<file path="src/rtl/fifo_wr_arbiter.sv">
// fifo_wr_arbiter: round-robin arbiter sharing one FIFO write port, bounded bursts per grant tenure
module fifo_wr_arbiter #(
    parameter int NUM_REQ    = 4,
    parameter int DATA_WIDTH = 8,
    parameter int MAX_BURST  = 4,
    parameter int IDX_W      = 2,
    parameter int CNT_W      = 3
) (
    input  logic                          clk,
    input  logic                          rst_n,
    input  logic [NUM_REQ-1:0]            req,
    input  logic [NUM_REQ*DATA_WIDTH-1:0] req_data,
    input  logic                          full,
    output logic [NUM_REQ-1:0]            gnt,
    output logic [IDX_W-1:0]              owner,
    output logic                          busy,
    output logic                          fifo_w_en,
    output logic [DATA_WIDTH-1:0]         fifo_w_data
);
    typedef enum logic {IDLE, OWN} state_t;
    state_t state;
    logic [CNT_W-1:0] beat_cnt;
    logic [IDX_W-1:0] last_owner, start, winner;
    logic found, accept, last_beat, release_own;
    assign accept      = busy & req[owner] & ~full;
    assign fifo_w_en   = accept;
    assign fifo_w_data = req_data[int'(owner)*DATA_WIDTH +: DATA_WIDTH];
    assign last_beat   = beat_cnt == CNT_W'(MAX_BURST - 1);
    assign release_own = ~req[owner] | (accept & last_beat);
    assign start       = (state == OWN) ? owner : last_owner;
    // Scan downward so the nearest index after start wins; k=NUM_REQ wraps back to start itself
    always_comb begin
        found  = 1'b0;
        winner = '0;
        for (int k = NUM_REQ; k >= 1; k--) begin
            if (req[(int'(start) + k) % NUM_REQ]) begin
                found  = 1'b1;
                winner = IDX_W'((int'(start) + k) % NUM_REQ);
            end
        end
    end
    always_ff @(posedge clk or negedge rst_n) begin
        if (!rst_n) begin
            state      <= IDLE;
            gnt        <= '0;
            owner      <= '0;
            busy       <= 1'b0;
            beat_cnt   <= '0;
            last_owner <= IDX_W'(NUM_REQ - 1);
        end else if (state == IDLE || release_own) begin
            if (state == OWN) last_owner <= owner;
            state    <= found ? OWN : IDLE;
            gnt      <= found ? NUM_REQ'(1) << winner : '0;
            owner    <= found ? winner : '0;
            busy     <= found;
            beat_cnt <= '0;
        end else if (accept) begin
            beat_cnt <= beat_cnt + 1'b1;
        end
    end
endmodule

</file>
<file path="config.mk">
export PLATFORM = sky130hd
export DESIGN_NAME = fifo_wr_arbiter
export DESIGN_NICKNAME = d
export VERILOG_FILES = /design/src/rtl/fifo_wr_arbiter.sv
export SDC_FILE = /design/constraint.sdc
export NUM_CORES = 1
export LEC_CHECK = 0
export CORE_ASPECT_RATIO = 0.9
export CORE_MARGIN = 3
export CORE_UTILIZATION = 36
export DETAILED_ROUTE_END_ITERATION = 10
export GPL_TIMING_DRIVEN = 0
export HOLD_SLACK_MARGIN = 0.15
export PLACE_DENSITY_LB_ADDON = 0.08
export SLEW_MARGIN = 25
export SYNTH_ARGS = -nofsm -noshare
export SYNTH_HDL_FRONTEND = slang
export SYNTH_SLANG_ARGS = --single-unit
</file>
<file path="constraint.sdc">
create_clock -name clk -period 2.3 [get_ports clk]
set_clock_uncertainty 0.05 [all_clocks]
set_input_delay 0.23 -clock clk [delete_from_list [all_inputs] [get_ports clk]]
set_output_delay 0.23 -clock clk [all_outputs]
set_load 0.02 [all_outputs]
</file>
==> results of run 1 <==
-- worst paths after layout --
path	slack, ns	end	startpoint
worst max-delay path	0.09	fifo_w_data[1]	owner[0]$_DFFE_PN0P_
worst min-delay path	0.24	owner[0]$_DFFE_PN0P_	rst_n
worst max register to register	0.36	gnt[3]$_DFFE_PN0P_	busy$_DFFE_PN0P_
worst min register to register	0.43	gnt[1]$_DFFE_PN0P_	gnt[1]$_DFFE_PN0P_
max in group asynchronous	1.60	last_owner[1]$_DFFE_PN1P_	rst_n
min in group clk	0.32	beat_cnt[2]$_DFFE_PN0P_	full
-- power by group through the flow --
stage                     sequential, uW  clock [uW]  combinational, uW
final                                358         168               1080
after global routing                 369         187               1160
after CTS                            357         174               1090
after detailed placement             361           0               1090
after global placement               358           0               1070
after floorplan                      405           0                635
-- synth_stat cells --
cell and count:
a211o_1 1, a21o_1 1, a21oi_1 4, a22o_1 2
a22oi_1 1, a311oi_1 1, a311oi_4 1, and3_4 1
buf_1 1, buf_2 2, buf_6 1, clkbuf_1 1
dfrtp_1 10, dfstp_2 2, ha_1 2, inv_1 2
mux2_4 1, mux2i_1 1, mux4_2 9, nand2_1 4
nand2b_1 2, nand3_1 2, nand4_1 1, nor2_1 11
nor2b_1 1, nor3_1 1, nor3b_1 2, nor4b_1 1
nor4bb_1 1, o211a_1 1, o211ai_1 1, o21ai_0 1
o21ai_1 1, or2_2 1, or3_1 1, xor2_1 1
-- kinds of logic after synthesis --
group,share of synthesized area
AND/OR/NAND/NOR,0.175
AO/OA/AOI/OAI,0.141
flip-flops,0.345
multiplexers,0.259
buffers and inverters,0.0413
adder cells (fa/ha/maj),0.0285
XOR/XNOR,0.00997
-- critical path: stages (launching register included) --
cell             delay, ns
dfrtp_1               0.40
buf_6                 0.19
mux4_2                0.50
clkdlybuf4s50_1       0.55
-- registers in the layout (all words and copies together), names as in the netlist --
name / cells
beat_cnt: 3
owner: 2
gnt: 4
last_owner: 2
busy: 1
-- metal layers --
layer / vias up / share of wire / routed length (um) / global-route usage
met4: 0 / 0.0086 / 21 / 0.0347
met5: - / 0 / 0 / 0
li1: 407 / - / - / -
met1: 410 / 0.38 / 921 / 0.188
met2: 26 / 0.55 / 1340 / 0.278
met3: 5 / 0.066 / 160 / 0.0561
-- cell type report --
| type | instances | area [um^2] | share of cell area |
|---|---|---|---|
| plain buffers | 5 | 35.0 | 0.0234 |
| flip-flops and latches | 12 | 303 | 0.203 |
| well taps | 27 | 33.8 | 0.0226 |
| multi-input cells | 58 | 539 | 0.361 |
| inverters | 2 | 7.51 | 0.00502 |
| clock buffers | 4 | 36.3 | 0.0243 |
| repair buffers | 53 | 541 | 0.362 |
-- metrics by stage --
step	setup slack (ns)	std cells	utilization	total power (uW)	hold WS, ns
2_1_floorplan	0.406	77	-	1040	-0.116
3_3_place_gp	0.0189	157	0.643	1430	0.419
3_5_place_dp	0.00151	157	0.643	1450	0.423
4_1_cts	0.00164	161	0.661	1620	0.256
5_1_grt	0.00417	161	0.667	1710	0.264
6_report	0.0853	161	0.667	1610	0.241
-- repair_timing --
action                     CTS  global route
setup endpoints to repair    8             9
resized for setup            1             5
hold buffers                 0             0
pin swaps                    0             0
==> run summary, run 1 <==
Outcome -> finished clean
Vias in the first global route -> 784
Sw Pwr -> 636 uW
Synth cell types -> 36
Via count -> 848
H-tree depth -> 1
Fmax achieved -> 0.452 GHz
Die Ht -> 52.9 um
Post-synth top area share -> 0.285
Gate power share -> 0.672
Core Region -> 2240 um^2
VDD IR max -> 0.000743 V
Commonest non-fill, non-tap cell in the layout -> clkdlybuf4s50_1
Reg power frac -> 0.223
First-pass GRT wire length -> 3660 um
Final min period -> 2.21 ns
Register area share after synthesis -> 0.345
Post-Route Setup TNS -> 0 ns
Die width -> 58.1 um
Filler cell count -> 188
Top cell type by total area after synthesis -> dfrtp_1
Total Wirelength -> 2440 um
CP Launch Type -> flop
Worst-Skew Late Latency -> 0.28 ns
Clock Tree Buf Depth -> 2
IO Port Bufs -> 53
RSZ-0062 raised after global routing -> false
Most frequent cells in the layout -> clkdlybuf4s50_1 (49), nor2_1 (11), dfrtp_1 (10)
Drt via density -> 5.27
Total track usage -> 0.159
Post-CTS setup buffers -> 0
IO Pins -> 55
Ant diodes -> 0
Req. time, crit path -> 2.02 ns
Crit path DAT -> 1.93 ns
HP Class -> primary input to asynchronous set/reset pin
Clock share of power -> 0.104
Slew Viols, Final -> 0
Crit Path Max Fanout -> 10
Fin crit share -> 0.963
Netlist Area Pre-Place -> 878 um^2
Die area -> 3070 um^2
HPWL after DPL -> 2020 um
Initial antenna violation count -> 0
CP Capture Type -> output port
Post-Synthesis Cells -> 77
Largest net degree at the start of global routing -> 13
Layout Nets -> 176
WS Path Type -> flop to output port
Clk sink count -> 12
Initial drt markers -> 16
Setup-failing EPs final -> 0
Syn Nets -> 118
Share of cells above drive strength 1 -> 0.164
DP Area -> 1440 um^2
Cell-internal power -> 970 uW
Final Hold Fails -> 0
Relative slew margins -> 0.649
Post-route ant nets -> 0
Pwr dens -> 1070 nW/um^2
Synth-to-layout area growth -> 70.2%
Fin area -> 1500 um^2
Root Driver -> clkbuf_4
Total CTS buffers -> 3
Per-cell routed wire length -> 15.2 um
Reg2Reg Depth -> 5
Lkg Pwr -> 0.000642 uW
DRT Pass-1 Iters -> 4
Top cells by area, synth -> dfrtp_1 (28%), mux4_2 (23%), dfstp_2 (6.0%), nor2_1 (4.7%), a311oi_4 (3.0%)
Max-cap violations -> 0
Avg Inst Size Synth -> 11.4 um^2
Overflow after GRT -> 0
Ys Warns -> 0
Actual slew at the worst max-slew pin -> 0.524 ns
Clk slew on worst S/H paths -> 0.07 ns
Cell row count -> 16
Gp weighted congestion -> 0.821
TritonCTS clock tree -> done
Yosys reg bits -> 12
DR DRC count -> 0
Initial core utilization -> 0.392
Switching share of total power -> 0.396
(Power assumes the default switching activity.)
==> run 2: changes to the inputs <==
- CAP_MARGIN: default -> 10
==> results of run 2 <==
No change in the layout: final DEF, timing and power equal those of run 1.
==> run 3: changes to the inputs <==
- CORE_UTILIZATION: 36 -> 38
- CTS_BUF_LIST: default -> sky130_fd_sc_hd__clkbuf_8
- CTS_CLUSTER_DIAMETER: default -> 40
==> run summary, run 3 (synthesis results as in run 1) <==
Outcome -> finished clean
Vias in the first global route -> 844 (+7.7%)
Top reg by flops -> gnt
Die area -> 2930 um^2 (-4.7%)
IO Port Bufs -> 53 (unchanged)
Relative slew margins -> 0.654 (+0.00424)
Ant diodes -> 0 (unchanged)
Critical path cell sequence -> buf_6 -> mux4_2 -> clkdlybuf4s50_1
Final min period -> 2.23 ns (+0.0164 ns)
CP Capture Type -> output port
Total track usage -> 0.202 (+0.0430)
Overflow after GRT -> 0 (unchanged)
Drt via density -> 5.44 (+3.3%)
Post-CTS setup buffers -> 0 (unchanged)
Post-Route Utilization -> 0.733 (+0.0665)
Hold Buf Count CTS -> 0 (unchanged)
DR DRC count -> 0 (unchanged)
First-pass GRT wire length -> 4460 um (+22%)
Synth-to-layout area growth -> 70.8%
Req. time, crit path -> 2.02 ns (about the same)
CP Launch Type -> flop
Worst r2r dst -> gnt[3]$_DFFE_PN0P_
H-tree depth -> 1 (unchanged)
Setup-failing EPs final -> 0 (unchanged)
HP Class -> primary input to asynchronous set/reset pin
Fin area -> 1500 um^2 (+0.34%)
Gp weighted congestion -> 0.845 (+2.9%)
Share of cells above drive strength 1 -> 0.164 (unchanged)
Cell Count, Final, Fillers Out -> 159 (-1.2%)
Post-route ant nets -> 0 (unchanged)
DP Area -> 1440 um^2 (-0.17%)
Root Driver -> clkbuf_8
Total Wirelength -> 2710 um (+11%)
Crit path DAT -> 1.95 ns (+0.02 ns)
VDD IR max -> 0.000888 V (+19%)
Max-cap violations -> 0 (unchanged)
Commonest non-fill, non-tap cell in the layout -> clkdlybuf4s50_1
WS Path Type -> flop to output port
CP max-delay cell -> clkdlybuf4s50_1
Largest net degree at the start of global routing -> 13 (unchanged)
Layout Nets -> 176 (unchanged)
Most frequent cells in the layout -> clkdlybuf4s50_1 (52), nor2_1 (11), dfrtp_1 (10)
Flop-to-flop setup slack -> 0.32 ns (-0.04 ns)
IO Pins -> 55 (unchanged)
Fmax achieved -> 0.448 GHz (-0.73%)
Via count -> 865 (+2.0%)
Number of flip-flops in the largest register -> 4 (unchanged)
Per-cell routed wire length -> 17.1 um (+13%)
Largest regs -> gnt (4), beat_cnt (3)
Pwr dens -> 1130 nW/um^2 (+4.8%)
Total CTS buffers -> 3 (unchanged)
Clk slew on worst S/H paths -> 0.05 ns (-0.02 ns)
DRT Pass-1 Iters -> 4 (unchanged)
Slew Viols, Final -> 0 (unchanged)
Initial core utilization -> 0.429 (+0.0376)
Die width -> 56.7 um (-2.4%)
Initial drt markers -> 13 (-3)
Cell row count -> 15 (-1)
Final Power -> 1690 uW (+5.2%)
Die Ht -> 51.6 um (-2.4%)
Clk sink count -> 12 (unchanged)
Cell total after placement -> 155 (-1.3%)
Reg2reg start -> busy$_DFFE_PN0P_
Worst-Skew Late Latency -> 0.24 ns (-0.04 ns)
Crit Path Max Fanout -> 10 (unchanged)
Actual slew at the worst max-slew pin -> 0.518 ns (-0.00635 ns)
TritonCTS clock tree -> done
Crit path largest cell delay -> 0.55 ns (about the same)
Fin crit share -> 0.970 (+0.00712)
Reg2Reg Depth -> 5 (unchanged)
HPWL after DPL -> 2280 um (+12%)
Lkg Pwr -> 0.000612 uW (-4.8%)
Initial antenna violation count -> 0 (unchanged)
Core Region -> 2050 um^2 (-8.8%)
Clock Tree Buf Depth -> 2 (unchanged)
Final Hold Fails -> 0 (unchanged)
[run 3: cell types whose count changed in the layout (fill, tap and decap cells not counted)]
cell	delta
clkdlybuf4s50_1	+3
dlymetal6s2s_1	-4
clkbuf_4	-3
dlygate4sd2_1	+1
clkbuf_8	+3
[run 3: worst max path at each step]
| stage | from | end | slack, ns | depth (start not counted) |
|---|---|---|---|---|
| final | owner[0]$_DFFE_PN0P_ | fifo_w_data[6] | 0.07 | 3 |
| after global routing | owner[0]$_DFFE_PN0P_ | fifo_w_data[4] | -0.001 | 3 |
| after floorplan | busy$_DFFE_PN0P_ | gnt[3]$_DFFE_PN0P_ | 0.41 | 5 |
| after CTS | owner[0]$_DFFE_PN0P_ | fifo_w_data[6] | 0.02 | 3 |
| after global placement | req[1] | fifo_w_en | -0.001 | 5 |
| after detailed placement | req[1] | fifo_w_en | -0.005 | 5 |
[run 3: through the flow]
stage | setup slack (ns) | TNS, ns | hold slack (ns)
floorplan | 0.406 | 0 | -0.116
global placement | -0.000971 | -0.000971 | 0.420
detailed placement | -0.00549 | -0.00549 | 0.435
CTS | 0.0226 | 0 | 0.298
global route | -0.00142 | -0.00142 | 0.336
finish | 0.0690 | 0 | 0.285
[run 3: layout make-up]
type                            instances  area [um^2]
Sequential cell                        12          303
Buffer                                  5         35.0
Fill cell                             148          546
Multi-Input combinational cell         58          539
Clock buffer                            4         55.1
Inverter                                2         7.51
Timing Repair Buffer                   53          529
Tap cell                               25         31.3
[run 3: power breakdown]
group | leakage, uW | internal (uW) | total [uW] | switching, uW
combinational | 0.000436 | 575 | 1100 | 525
clock | 0.0000288 | 151 | 225 | 73.6
sequential | 0.000146 | 303 | 364 | 61.4
[run 3: routing by layer]
| layer | part of all wire | track usage |
|---|---|---|
| met1 | 0.40 | 0.239 |
| met3 | 0.11 | 0.0744 |
| met4 | 0.0037 | 0.0474 |
| met5 | 0 | 0 |
| met2 | 0.49 | 0.350 |
[run 3: timing repair]
item / CTS / global route
resized for setup: 2 / 1
cloned: 0 / 0
pin swaps: 0 / 0
endpoints found under the setup margin: 9 / 8
[run 3: worst max-delay path, delay by kind of cell (launching register included)]
family	cells	cell delay, ns
DFF	1	0.43
muxes	1	0.52
buffers and inverters	2	0.76
